### src/rtl/seg_display_arbiter_if.sv
// Requester-side bus of the seven-segment display arbiter: level requests,
// per-requester data words and decimal-point masks, and the one-hot grant.
interface seg_display_arbiter_if;
  logic [1:0]  i_req;
  logic [31:0] i_data0;
  logic [31:0] i_data1;
  logic [7:0]  i_dp0;
  logic [7:0]  i_dp1;
  logic [1:0]  o_grant;

  modport master (
    output i_req, i_data0, i_data1, i_dp0, i_dp1,
    input  o_grant
  );

  modport slave (
    input  i_req, i_data0, i_data1, i_dp0, i_dp1,
    output o_grant
  );
endinterface

### src/rtl/seg_display_arbiter.sv
// Scan controller and two-way arbiter for an 8-digit, active-low, multiplexed
// seven-segment display. Each frame starts with one arbitration cycle that
// latches a shadow copy of the grantee's word, then scans eight digit slots,
// each opening with a blanking interval to suppress ghosting.
module seg_display_arbiter #(
  parameter int unsigned CLK_DIV      = 100000,
  parameter int unsigned BLANK_CYCLES = 1000,
  parameter int unsigned HOLD_FRAMES  = 4
) (
  input  logic                        i_clk,
  input  logic                        i_reset,
  seg_display_arbiter_if.slave        bus,
  output logic [7:0]                  o_AN,
  output logic [6:0]                  o_A2G,
  output logic                        o_DP,
  output logic                        o_frame_done
);

  localparam int unsigned CW = $clog2(CLK_DIV);
  localparam int unsigned HW = $clog2(HOLD_FRAMES + 1);
  localparam logic [CW-1:0] CNT_LAST   = CW'(CLK_DIV - 1);
  localparam logic [CW-1:0] BLANK_LAST = CW'(BLANK_CYCLES - 1);
  localparam logic [HW-1:0] HOLD_MAX   = HW'(HOLD_FRAMES);

  typedef enum logic [1:0] {ST_ARB, ST_BLANK, ST_DRIVE} state_e;

  state_e      state_q, state_d;
  logic [CW-1:0] cnt_q, cnt_d;
  logic [2:0]  digit_q, digit_d;
  logic [1:0]  grant_q, grant_d;
  logic [HW-1:0] hold_q, hold_d;
  logic        last_q, last_d;
  logic [31:0] shadow_q, shadow_d;
  logic [7:0]  dps_q, dps_d;
  logic [7:0]  an_q, an_d;
  logic [6:0]  a2g_q, a2g_d;
  logic        dp_q, dp_d;
  logic        fd_q, fd_d;
  logic        cur_idx, cur_req, oth_req;

  // Active-low abcdefg patterns for hex digits 0-F.
  function automatic logic [6:0] hex7(input logic [3:0] n);
    case (n)
      4'h0: hex7 = 7'b0000001;
      4'h1: hex7 = 7'b1001111;
      4'h2: hex7 = 7'b0010010;
      4'h3: hex7 = 7'b0000110;
      4'h4: hex7 = 7'b1001100;
      4'h5: hex7 = 7'b0100100;
      4'h6: hex7 = 7'b0100000;
      4'h7: hex7 = 7'b0001111;
      4'h8: hex7 = 7'b0000000;
      4'h9: hex7 = 7'b0000100;
      4'hA: hex7 = 7'b0001000;
      4'hB: hex7 = 7'b1100000;
      4'hC: hex7 = 7'b0110001;
      4'hD: hex7 = 7'b1000010;
      4'hE: hex7 = 7'b0110000;
      default: hex7 = 7'b0111000;
    endcase
  endfunction

  // Next-state, arbitration and registered-output computation.
  always_comb begin
    state_d  = state_q;
    cnt_d    = cnt_q;
    digit_d  = digit_q;
    grant_d  = grant_q;
    hold_d   = hold_q;
    last_d   = last_q;
    shadow_d = shadow_q;
    dps_d    = dps_q;
    fd_d     = 1'b0;
    an_d     = '1;
    a2g_d    = '1;
    dp_d     = 1'b1;
    cur_idx  = grant_q[1];
    cur_req  = bus.i_req[grant_q[1]];
    oth_req  = bus.i_req[~grant_q[1]];

    unique case (state_q)
      ST_ARB: begin
        if (grant_q != '0) begin
          if (cur_req && (!oth_req || hold_q < HOLD_MAX)) begin
            hold_d = (hold_q == HOLD_MAX) ? hold_q : hold_q + HW'(1);
          end else if (oth_req) begin
            // grant is one-hot, so inverting it hands over to the other side
            grant_d = ~grant_q;
            hold_d  = HW'(1);
          end else begin
            grant_d = '0;
            hold_d  = '0;
          end
        end else if (bus.i_req == 2'b11) begin
          grant_d = last_q ? 2'b01 : 2'b10;
          hold_d  = HW'(1);
        end else if (bus.i_req != '0) begin
          grant_d = bus.i_req;
          hold_d  = HW'(1);
        end else begin
          hold_d  = '0;
        end
        if (grant_d != '0) last_d = grant_d[1];
        shadow_d = grant_d[0] ? bus.i_data0 : (grant_d[1] ? bus.i_data1 : '0);
        dps_d    = grant_d[0] ? bus.i_dp0   : (grant_d[1] ? bus.i_dp1   : '0);
        digit_d  = '0;
        cnt_d    = '0;
        state_d  = ST_BLANK;
      end
      ST_BLANK: begin
        cnt_d = cnt_q + CW'(1);
        if (cnt_q == BLANK_LAST) state_d = ST_DRIVE;
      end
      ST_DRIVE: begin
        if (grant_q != '0) begin
          an_d  = ~(8'b1 << digit_q);
          a2g_d = hex7(shadow_q[{digit_q, 2'b00} +: 4]);
          dp_d  = ~dps_q[digit_q];
        end
        if (cnt_q == CNT_LAST) begin
          cnt_d = '0;
          if (digit_q != 3'd7) begin
            digit_d = digit_q + 3'd1;
            state_d = ST_BLANK;
          end else begin
            fd_d    = 1'b1;
            state_d = ST_ARB;
          end
        end else begin
          cnt_d = cnt_q + CW'(1);
        end
      end
      default: state_d = ST_ARB;
    endcase
  end

  // State and output registers with synchronous reset.
  always_ff @(posedge i_clk) begin
    if (i_reset) begin
      state_q  <= ST_ARB;
      cnt_q    <= '0;
      digit_q  <= '0;
      grant_q  <= '0;
      hold_q   <= '0;
      last_q   <= 1'b1;
      shadow_q <= '0;
      dps_q    <= '0;
      an_q     <= '1;
      a2g_q    <= '1;
      dp_q     <= 1'b1;
      fd_q     <= 1'b0;
    end else begin
      state_q  <= state_d;
      cnt_q    <= cnt_d;
      digit_q  <= digit_d;
      grant_q  <= grant_d;
      hold_q   <= hold_d;
      last_q   <= last_d;
      shadow_q <= shadow_d;
      dps_q    <= dps_d;
      an_q     <= an_d;
      a2g_q    <= a2g_d;
      dp_q     <= dp_d;
      fd_q     <= fd_d;
    end
  end

  assign bus.o_grant   = grant_q;
  assign o_AN          = an_q;
  assign o_A2G         = a2g_q;
  assign o_DP          = dp_q;
  assign o_frame_done  = fd_q;

endmodule

### src/flat_wrapper.sv
// flat-port wrapper written by rule: the top's interface ports become plain ports
module seg_display_arbiter_flat 
#(
  parameter int unsigned CLK_DIV      = 100000,
  parameter int unsigned BLANK_CYCLES = 1000,
  parameter int unsigned HOLD_FRAMES  = 4
)
  (i_clk, i_reset, o_AN, o_A2G, o_DP, o_frame_done, bus_i_req, bus_i_data0, bus_i_data1, bus_i_dp0, bus_i_dp1, bus_o_grant);
  seg_display_arbiter_if bus_i ();
  input  logic i_clk;
  input  logic i_reset;
  output logic [7:0] o_AN;
  output logic [6:0] o_A2G;
  output logic o_DP;
  output logic o_frame_done;
  input wire logic [$bits(bus_i.i_req)-1:0] bus_i_req;
  input wire logic [$bits(bus_i.i_data0)-1:0] bus_i_data0;
  input wire logic [$bits(bus_i.i_data1)-1:0] bus_i_data1;
  input wire logic [$bits(bus_i.i_dp0)-1:0] bus_i_dp0;
  input wire logic [$bits(bus_i.i_dp1)-1:0] bus_i_dp1;
  output wire logic [$bits(bus_i.o_grant)-1:0] bus_o_grant;
  assign bus_i.i_req = bus_i_req;
  assign bus_i.i_data0 = bus_i_data0;
  assign bus_i.i_data1 = bus_i_data1;
  assign bus_i.i_dp0 = bus_i_dp0;
  assign bus_i.i_dp1 = bus_i_dp1;
  assign bus_o_grant = bus_i.o_grant;
  seg_display_arbiter #(.CLK_DIV(CLK_DIV), .BLANK_CYCLES(BLANK_CYCLES), .HOLD_FRAMES(HOLD_FRAMES)) u_core (.i_clk(i_clk), .i_reset(i_reset), .bus(bus_i), .o_AN(o_AN), .o_A2G(o_A2G), .o_DP(o_DP), .o_frame_done(o_frame_done));
endmodule
### config.mk
export PLATFORM = sky130hd
export DESIGN_NAME = seg_display_arbiter_flat
export DESIGN_NICKNAME = d
export VERILOG_FILES = /design/src/rtl/seg_display_arbiter_if.sv /design/src/rtl/seg_display_arbiter.sv /design/src/flat_wrapper.sv
export SDC_FILE = /design/constraint.sdc
export NUM_CORES = 1
export LEC_CHECK = 0
export BUFFER_PORTS_ARGS = -buffer_cell sky130_fd_sc_hd__buf_2
export CAP_MARGIN = 25
export CELL_PAD_IN_SITES_DETAIL_PLACEMENT = 0
export CELL_PAD_IN_SITES_GLOBAL_PLACEMENT = 1
export CORE_MARGIN = 5
export CORE_UTILIZATION = 45
export CTS_BUF_LIST = sky130_fd_sc_hd__clkbuf_2 sky130_fd_sc_hd__clkbuf_4 sky130_fd_sc_hd__clkbuf_8
export CTS_CLUSTER_DIAMETER = 40
export DETAILED_ROUTE_END_ITERATION = 10
export PLACE_DENSITY = 0.94
export SLEW_MARGIN = 40
export SYNTH_ARGS = -nofsm -noshare
export SYNTH_HDL_FRONTEND = slang
export SYNTH_SLANG_ARGS = --single-unit
### constraint.sdc
create_clock -name i_clk -period 4.71 [get_ports i_clk]
set_input_delay 0.2355 -clock i_clk [delete_from_list [all_inputs] [get_ports i_clk]]
set_output_delay 0.2355 -clock i_clk [all_outputs]
set_load 0.01 [all_outputs]
==> results of run 1 <==
[worst min-delay path: stages]
cell and delay (ns):
buf_2 0.10, o211ai_1 0.07, a21oi_1 0.06
[stage by stage]
stage                     setup WS (ns)  utilization  instance area (sq um)  total power, mW  instances
after floorplan                    2.55            -                   4680             1.13        537
after global placement             2.07        0.511                   5230             1.24        735
after detailed placement           1.94        0.514                   5260             1.27        736
after CTS                          1.93        0.538                   5500             1.90        752
after global routing               1.85        0.538                   5510             1.99        752
final                              2.09        0.538                   5510             1.90        752
[routing by layer]
metal  vias to the layer above  global-route usage  share of wire
met5                         -                   0              0
met2                       163               0.329           0.47
met4                         0              0.0625          0.017
met1                      2076               0.270           0.45
met3                        14              0.0480          0.063
li1                       2170                   -              -
[worst min path at each step]
| stage | startpoint | endpoint | slack (ns) | depth (start not counted) |
|---|---|---|---|---|
| 2_1_floorplan | bus_i_dp1[0] | u_core.dps_q[0]$_SDFFE_PP0P_ | 0.41 | 2 |
| 3_3_place_gp | u_core.cnt_q[1]$_SDFFE_PP0P_ | u_core.cnt_q[1]$_SDFFE_PP0P_ | 0.49 | 2 |
| 3_5_place_dp | u_core.cnt_q[0]$_SDFFE_PP0P_ | u_core.cnt_q[0]$_SDFFE_PP0P_ | 0.50 | 2 |
| 4_1_cts | bus_i_data1[3] | u_core.shadow_q[3]$_SDFFE_PP0P_ | 0.12 | 3 |
| 5_1_grt | bus_i_data1[3] | u_core.shadow_q[3]$_SDFFE_PP0P_ | 0.11 | 3 |
| 6_report | bus_i_data1[31] | u_core.shadow_q[31]$_SDFFE_PP0P_ | 0.13 | 3 |
[registers in the layout (all words and copies together) (netlist names)]
name,cells
u_core.bus.o_grant,2
u_core.shadow_q,32
u_core.o_frame_done,1
u_core.digit_q,3
u_core.o_AN,8
u_core.o_DP,1
u_core.last_q,1
u_core.o_A2G,7
u_core.dps_q,8
u_core.cnt_q,17
u_core.hold_q,3
u_core.state_q,2
[placed cells by master, fill, tap and decap left out, drive strengths merged, types with 3 or more instances in the layout]
cell type  synthesis  layout
o221ai             3       3
ha                19      19
o211ai            43      43
o22ai              3       3
o21ai              9       9
o31ai              5       5
buf               12     107
nor4               4       4
nand3b             5       5
mux2i              7       7
nor3               6       6
clkbuf            32       9
nand2             82      82
dfxtp             85      85
a2bb2oi           40      40
or4                5       5
clkinv             1       3
nand2b             5       5
a21oi             51      51
nor2              12      12
o311ai             4       4
o21a               3       3
or3                3       3
a31oi              6       6
inv               15      17
mux2               7       7
and3               4       4
nand4              3       3
bufinv             0       3
mux4               9       9
nand3             21      21
[cells by family after synthesis]
kind of cell,Yosys count,share of synthesized area
muxes,23,0.0751
and+or+nand+nor,163,0.170
DFF,85,0.363
buffers and inverters,60,0.0510
adders and majority gates,19,0.0508
xor gates and xnor gates,2,0.00374
AOI/OAI and AO/OA,185,0.286
[power groups by stage]
| stage | clock network, mW | logic, mW | registers (mW) |
|---|---|---|---|
| 2_1_floorplan | 0 | 0.326 | 0.806 |
| 3_3_place_gp | 0 | 0.419 | 0.826 |
| 3_5_place_dp | 0 | 0.439 | 0.829 |
| 4_1_cts | 0.647 | 0.440 | 0.812 |
| 5_1_grt | 0.679 | 0.492 | 0.819 |
| 6_report | 0.640 | 0.443 | 0.813 |
[layout make-up]
class / count / share of cell area
flip-flops and latches: 85 / 0.309
repair buffers: 107 / 0.103
clock buffers: 9 / 0.0225
well taps: 136 / 0.0309
multi-input cells: 392 / 0.501
inverters: 16 / 0.0109
clock inverters: 7 / 0.0220
==> impl_metrics.json, run 1 <==
{
  "worstSetupPathType": "reg2reg",
  "dr.pass1.iters": 5,
  "p_int_mw": 1.32,
  "die_y_um": 112,
  "start_util": 0.458,
  "seqPwrFrac": 0.429,
  "cts_resized": 0,
  "timing.rr.end": "u_core.hold_q[1]$_SDFFE_PP0P_",
  "power_density_nw_per_um2": 344,
  "synth.distinct_cells": 62,
  "rr_worst_depth": 6,
  "cts-root-buf": "clkbuf_8",
  "core_sq_um": 10200,
  "ios": 103,
  "path_clk_slew_ns": 0.09,
  "period_minus_slack_ns": 2.62,
  "synthTopCellsByArea": "dfxtp_1 (36%), a2bb2oi_1 (7.5%), o211ai_1 (6.9%), nand2_1 (6.5%), a21oi_1 (5.5%)",
  "rows": 37,
  "crit_slowest_cell": "ha_1",
  "worst-r2r-setup-slack_ns": 2.09,
  "p_sw_frac": 0.306,
  "grtUsageTotal": 0.203,
  "dp_hpwl_mm": 9.26,
  "register_area_sq_um": 1700,
  "drt-total-wl_mm": 12.8,
  "fin_nets": 714,
  "synthesis.area_sq_um": 4680,
  "hold_viol": 0,
  "place.gp.congestion": 0.940,
  "die_area_sq_um": 12500,
  "num_vias": 4423,
  "ys_seq_elements": 85,
  "status": "completed",
  "holdWs_ns": 0.131,
  "via_per_inst": 5.88,
  "crit_family": "adder cells",
  "hold_path_class": "in2reg",
  "pwr-share-clk": 0.338,
  "crit_fanout": 45,
  "syn_to_final_growth_pct": 17.6,
  "netlist_top_cells_count": "dfxtp_1 (85), nand2_1 (81), a21oi_1 (51)",
  "slew_headroom": 0.469,
  "drv_cap": 0,
  "critical_path_arrival_ns": 2.93,
  "cts_setup_buffers": 0,
  "clk_latency_ns": 0.37,
  "ant_nets": 0,
  "grt_max_degree": 65,
  "htreeDepth": 3,
  "syn_avg_cell_area_sq_um": 8.72,
  "path_cells": "inv_1, ha_1, inv_2, a31oi_1, mux2_2, nor2_1",
  "wl_per_cell_um": 17.0,
  "drt_iter0_markers": 296,
  "skew_ns": 0.0153,
  "synth_nets": 640,
  "overflow": 0,
  "synth_edf_count": 0,
  "synth_top_area_frac": 0.363,
  "die_w_um": 112,
  "crit_buf_inv": 2,
  "yosys.cell_count.top_type": "dfxtp_1",
  "setup_tns_ns": 0,
  "cp.depth": 6,
  "finalMaxSlewViolations": 0,
  "tightest_slew_ns": 0.796,
  "worstSetupStartpointType": "flip-flop",
  "cts_buffers": 9,
  "route.detailed.drc": 0,
  "antenna_cells": 0,
  "setup_viol": 0,
  "hold_buffers": 0,
  "first_global_vias": 4378,
  "antenna_found_initial": 0,
  "max_freq_mhz": 382,
  "critPathRequiredTime_ns": 5.02,
  "reg2reg_from": "u_core.state_q[1]$_SDFFE_PP0P_",
  "yosys.area.top_type": "dfxtp_1",
  "ys_dominant_reg_cell": "dfxtp_1",
  "p_comb_frac": 0.234,
  "cts_tree": "yes",
  "port_buffers": 102,
  "crit_end": "u_core.hold_q[1]$_SDFFE_PP0P_",
  "yosysSeqAreaShare": 0.363,
  "critical-path-max-stage-delay_ns": 0.67,
  "p_leak_nw": 2.09,
  "p_sw_mw": 0.580,
  "multi_input_area_sq_um": 2760,
  "critPathLaunch": "u_core.state_q[1]$_SDFFE_PP0P_",
  "synthCells": 537,
  "clockBufferDepth": 2,
  "numClockSinks": 85,
  "yosys_warnings": 0,
  "fill_cells": 964,
  "layout-drive-gt1-share": 0.242,
  "irDropWorstVdd_mv": 0.164,
  "post-route-period-util": 0.556,
  "synthArstFlopShare": 0,
  "grt_first_pass_wirelength_mm": 21.1,
  "rsz0062_at_grt": "no",
  "end_kind": "flip-flop"
}
(Power assumes the default switching activity.)
==> run 2: changes to the inputs <==
--- a/config.mk
+++ b/config.mk
@@ -10,11 +10,11 @@
 export CELL_PAD_IN_SITES_DETAIL_PLACEMENT = 0
 export CELL_PAD_IN_SITES_GLOBAL_PLACEMENT = 1
 export CORE_MARGIN = 5
-export CORE_UTILIZATION = 45
+export CORE_UTILIZATION = 38
 export CTS_BUF_LIST = sky130_fd_sc_hd__clkbuf_2 sky130_fd_sc_hd__clkbuf_4 sky130_fd_sc_hd__clkbuf_8
 export CTS_CLUSTER_DIAMETER = 40
 export DETAILED_ROUTE_END_ITERATION = 10
-export PLACE_DENSITY = 0.94
+export PLACE_DENSITY = 0.86
 export SLEW_MARGIN = 40
 export SYNTH_ARGS = -nofsm -noshare
 export SYNTH_HDL_FRONTEND = slang
==> constraint.sdc (replaced) <==
create_clock -name i_clk -period 2.31 [get_ports i_clk]
set_input_delay 0.1155 -clock i_clk [delete_from_list [all_inputs] [get_ports i_clk]]
set_output_delay 0.1155 -clock i_clk [all_outputs]
set_load 0.01 [all_outputs]
==> impl_metrics.json, run 2 (synthesis results as in run 1) <==
{
  "ant_nets": 0,
  "crit_family": "compound AO/OA/AOI/OAI gates",
  "multi_input_area_sq_um": 2770,
  "largest_reg_flops": 32,
  "worstSetupPathType": "reg2reg",
  "antenna_cells": 0,
  "dpl_cell_area_sq_um": 5380,
  "worst-r2r-setup-slack_ns": 0.14,
  "antenna_found_initial": 0,
  "final_cell_mix": "buf_2 (102), dfxtp_1 (84), nand2_1 (81), a21oi_1 (50), o211ai_1 (43)",
  "top_register": "u_core.shadow_q",
  "hold_path_class": "in2reg",
  "post_layout_nonfiller_instances": 801,
  "rsz0062_at_grt": "no",
  "crit_buf_inv": 0,
  "dp_hpwl_mm": 9.78,
  "holdWs_ns": 0.0154,
  "numClockSinks": 85,
  "place.gp.congestion": 0.895,
  "crit_slowest_cell": "nor4_1",
  "path_cells": "nor4_1, a41oi_1, o21ai_1, o21ai_0, a32o_1",
  "reg_top3": "u_core.shadow_q x32, u_core.cnt_q x17",
  "dr.pass1.iters": 5,
  "setup_tns_ns": 0,
  "core_sq_um": 12100,
  "cts-root-buf": "clkbuf_8",
  "critical-path-max-stage-delay_ns": 0.55,
  "htreeDepth": 3,
  "drv_cap": 0,
  "p_total_mw": 3.63,
  "max_freq_mhz": 462,
  "critPathRequiredTime_ns": 2.58,
  "syn_to_final_growth_pct": 20.7,
  "via_per_inst": 5.60,
  "start_util": 0.388,
  "port_buffers": 102,
  "final_common_cell": "buf_2",
  "route.detailed.drc": 0,
  "tightest_slew_ns": 0.691,
  "status": "completed",
  "path_clk_slew_ns": 0.09,
  "clk_latency_ns": 0.37,
  "dp_cells": 778,
  "first_global_vias": 4396,
  "num_vias": 4488,
  "hold_viol": 0,
  "fin_nets": 732,
  "cts_buffers": 9,
  "end_kind": "flip-flop",
  "crit_fanout": 7,
  "layout-drive-gt1-share": 0.251,
  "grtUsageTotal": 0.185,
  "skew_ns": 0.0130,
  "register_area_sq_um": 1700,
  "period_minus_slack_ns": 2.17,
  "wl_per_cell_um": 16.7,
  "power_density_nw_per_um2": 642,
  "grt_max_degree": 81,
  "overflow": 0,
  "rows": 40,
  "worstSetupStartpointType": "flip-flop",
  "fin_area_sq_um": 5650,
  "finalMaxSlewViolations": 0,
  "drt_iter0_markers": 257,
  "cts_tree": "yes",
  "setup_viol": 0,
  "slew_headroom": 0.539,
  "critical_path_arrival_ns": 2.43,
  "fill_cells": 1158,
  "die_area_sq_um": 14600,
  "ios": 103,
  "drt-total-wl_mm": 13.4,
  "grt_first_pass_wirelength_mm": 21.8,
  "p_leak_nw": 2.16,
  "die_y_um": 121,
  "die_w_um": 121,
  "post-route-period-util": 0.938,
  "irDropWorstVdd_mv": 0.315,
  "clockBufferDepth": 2
}
## run 2: changes by cell type in the layout (fill, tap and decap cells not counted), moves of 2 or more
cell           previous run  this run
buf_12                    0         2
buf_4                     4        14
bufinv_16                 3         1
dlygate4sd3_1             0         7
inv_6                     2         0
mux2i_1                   5         7
mux2i_2                   2         0
## run 2: tightest hold or removal path: cells and delay by family
| family | cells | cell delay, ns |
|---|---|---|
| compound gates | 2 | 0.13 |
| buf+inv | 1 | 0.10 |
## run 2: power by group
| group | switching [mW] | internal (mW) | leakage, nW |
|---|---|---|---|
| Combinational | 0.525 | 0.409 | 1.37 |
| Clock | 0.550 | 0.493 | 0.0950 |
| Sequential | 0.0845 | 1.57 | 0.694 |
| Total | 1.16 | 2.47 | 2.16 |
## run 2: stage by stage
step | setup slack (ns) | util
detailed placement | 0.0578 | 0.446
floorplan | 0.152 | -
global placement | 0.197 | 0.446
finish | 0.144 | 0.469
global route | 0.00197 | 0.469
CTS | 0.0443 | 0.467
## run 2: cell type report
type                    count  share of cell area
multi-input cells         392               0.489
well taps                 168              0.0372
clock buffers               9              0.0219
clock inverters             6              0.0115
repair buffers            125               0.128
flip-flops and latches     85               0.301
inverters                  16              0.0106
## run 2: worst paths after layout
path | startpoint | endpoint | cells past startpoint
worst max-delay path | u_core.cnt_q[12]$_SDFFE_PP0P_ | u_core.cnt_q[2]$_SDFFE_PP0P_ | 5
worst min-delay path | bus_i_dp1[7] | u_core.dps_q[7]$_SDFFE_PP0P_ | 3
worst max register to register | u_core.cnt_q[12]$_SDFFE_PP0P_ | u_core.cnt_q[2]$_SDFFE_PP0P_ | 5
worst min register to register | u_core.cnt_q[0]$_SDFFE_PP0P_ | u_core.cnt_q[0]$_SDFFE_PP0P_ | 2
## run 2: layer usage
metal / up-vias / track usage / wire [um]
li1: 2206 / - / -
met1: 2119 / 0.251 / 6110
met2: 141 / 0.288 / 6180
met3: 22 / 0.0326 / 815
met4: 0 / 0.0807 / 294
met5: - / 0 / 0
## run 2: what timing repair did
item / in CTS / in global routing
hold buffers: 7 / 0
gates resized for setup: 0 / 3
hold endpoints to repair: 7 / 0
setup buffers: 0 / 1
setup endpoints to repair: 0 / 11
==> run 3: changes to the inputs <==
--- a/config.mk
+++ b/config.mk
@@ -10,11 +10,11 @@
 export CELL_PAD_IN_SITES_DETAIL_PLACEMENT = 0
 export CELL_PAD_IN_SITES_GLOBAL_PLACEMENT = 1
 export CORE_MARGIN = 5
-export CORE_UTILIZATION = 38
-export CTS_BUF_LIST = sky130_fd_sc_hd__clkbuf_2 sky130_fd_sc_hd__clkbuf_4 sky130_fd_sc_hd__clkbuf_8
+export CORE_UTILIZATION = 37
+export CTS_BUF_LIST = sky130_fd_sc_hd__clkbuf_4 sky130_fd_sc_hd__clkbuf_8 sky130_fd_sc_hd__clkbuf_16
 export CTS_CLUSTER_DIAMETER = 40
 export DETAILED_ROUTE_END_ITERATION = 10
-export PLACE_DENSITY = 0.86
+export PLACE_DENSITY = 0.84
 export SLEW_MARGIN = 40
 export SYNTH_ARGS = -nofsm -noshare
 export SYNTH_HDL_FRONTEND = slang
==> impl_metrics.json, run 3 (synthesis results as in run 1) <==
{
  "status": "completed",
  "fin_ws_ns": 0.154,
  "fin_nets": 728,
  "largest_reg_flops": 32,
  "worstSetupPathType": "reg2reg",
  "final_cell_mix": "buf_2 (102), dfxtp_1 (84), nand2_1 (81), a21oi_1 (50), o211ai_1 (43)",
  "critical_path_arrival_ns": 2.37,
  "antenna_found_initial": 0,
  "p_leak_nw": 2.19,
  "utilization": 0.455,
  "place.gp.congestion": 0.910,
  "post-route-period-util": 0.933,
  "route.detailed.drc": 0,
  "fill_cells": 1257,
  "hold_path_class": "in2reg",
  "top_register": "u_core.shadow_q",
  "post_layout_nonfiller_instances": 802,
  "p_comb_frac": 0.238,
  "grt_max_degree": 81,
  "whs_path_depth": 3,
  "antenna_cells": 0,
  "slew_headroom": 0.530,
  "core_sq_um": 12500,
  "holdWs_ns": 0.0421,
  "path_clk_slew_ns": 0.06,
  "tightest_slew_ns": 0.705,
  "overflow": 0,
  "reg_top3": "u_core.shadow_q x32, u_core.cnt_q x17",
  "rsz0062_at_grt": "no",
  "die_w_um": 123,
  "num_vias": 4457,
  "p_total_mw": 3.93,
  "via_per_inst": 5.56,
  "port_buffers": 102,
  "crit_fanout": 5,
  "irDropWorstVdd_mv": 0.335,
  "htreeDepth": 3,
  "dpl_cell_area_sq_um": 5410,
  "period_minus_slack_ns": 2.16,
  "p_sw_mw": 1.22,
  "pwr-share-clk": 0.342,
  "seqPwrFrac": 0.420,
  "drv_cap": 0,
  "finalMaxSlewViolations": 0,
  "clk_latency_ns": 0.34,
  "cts_buffers": 9,
  "worstSetupStartpointType": "flip-flop",
  "start_util": 0.374,
  "p_int_mw": 2.71,
  "ant_nets": 0,
  "drt-total-wl_mm": 13.3,
  "max_freq_mhz": 464,
  "grtUsageTotal": 0.177,
  "fin_area_sq_um": 5690,
  "power_density_nw_per_um2": 690,
  "first_global_vias": 4286,
  "cts_tree": "yes",
  "drt_iter0_markers": 224,
  "ios": 103,
  "dp_cells": 786,
  "post-place-ws_ns": 0.116,
  "die_area_sq_um": 15000,
  "clockBufferDepth": 2,
  "setup_tns_ns": 0,
  "rr_worst_depth": 8,
  "end_kind": "flip-flop",
  "p_sw_frac": 0.310,
  "grt_first_pass_wirelength_mm": 21.2,
  "rows": 41,
  "critPathRequiredTime_ns": 2.52,
  "setup_viol": 0,
  "wl_per_cell_um": 16.5,
  "dp_hpwl_mm": 9.58,
  "skew_ns": 0.00733,
  "cts-root-buf": "clkbuf_16",
  "dr.pass1.iters": 5,
  "numClockSinks": 85,
  "layout-drive-gt1-share": 0.259,
  "hold_buffers": 0,
  "hold_viol": 0,
  "syn_to_final_growth_pct": 21.6,
  "die_y_um": 123,
  "final_common_cell": "buf_2"
}
-- run 3: repair_timing --
item,in CTS,in global routing
endpoints found under the setup margin,0,8
resized for setup,0,3
buffers inserted,0,0
-- run 3: layout make-up --
class                      instances  area [sq um]  area share
timing repair buffer             121           678       0.119
inverter                          16          60.1      0.0105
tap                              172           215      0.0378
clock inverter                     7          48.8     0.00857
sequential                        85          1700       0.299
clock buffer                       9           225      0.0396
multi-input combinational        392          2760       0.485
-- run 3: critical path, cell delays in order (launching register included) --
cell and delay [ns]:
dfxtp_1 0.36, mux4_2 0.51, nand2_1 0.08, o21a_1 0.23, inv_1 0.13, ha_1 0.25
mux2_1 0.29, nor2_1 0.10, o21ai_1 0.07
-- run 3: metal layers --
layer | global-route usage | wire length, um
met1 | 0.246 | 6200
met2 | 0.277 | 6140
met3 | 0.0327 | 705
met4 | 0.0581 | 204
met5 | 0 | 0
-- run 3: worst paths after layout --
kind                                       start                                to  slack (ns)
hold / removal                   bus_i_data1[17]  u_core.shadow_q[17]$_SDFFE_PP0P_        0.04
hold reg to reg     u_core.cnt_q[1]$_SDFFE_PP0P_      u_core.cnt_q[1]$_SDFFE_PP0P_        0.51
setup / recovery  u_core.digit_q[1]$_SDFFE_PP0P_        u_core.o_A2G[3]$_SDFF_PP1_        0.15
setup reg to reg  u_core.digit_q[1]$_SDFFE_PP0P_        u_core.o_A2G[3]$_SDFF_PP1_        0.15
-- run 3: power by group through the flow --
stage | Combinational, mW | Sequential, mW | Clock (mW)
final | 0.934 | 1.65 | 1.35
after global routing | 1.03 | 1.66 | 1.45
after CTS | 0.927 | 1.65 | 1.37
after detailed placement | 0.924 | 1.68 | 0
after global placement | 0.905 | 1.68 | 0
after floorplan | 0.665 | 1.64 | 0
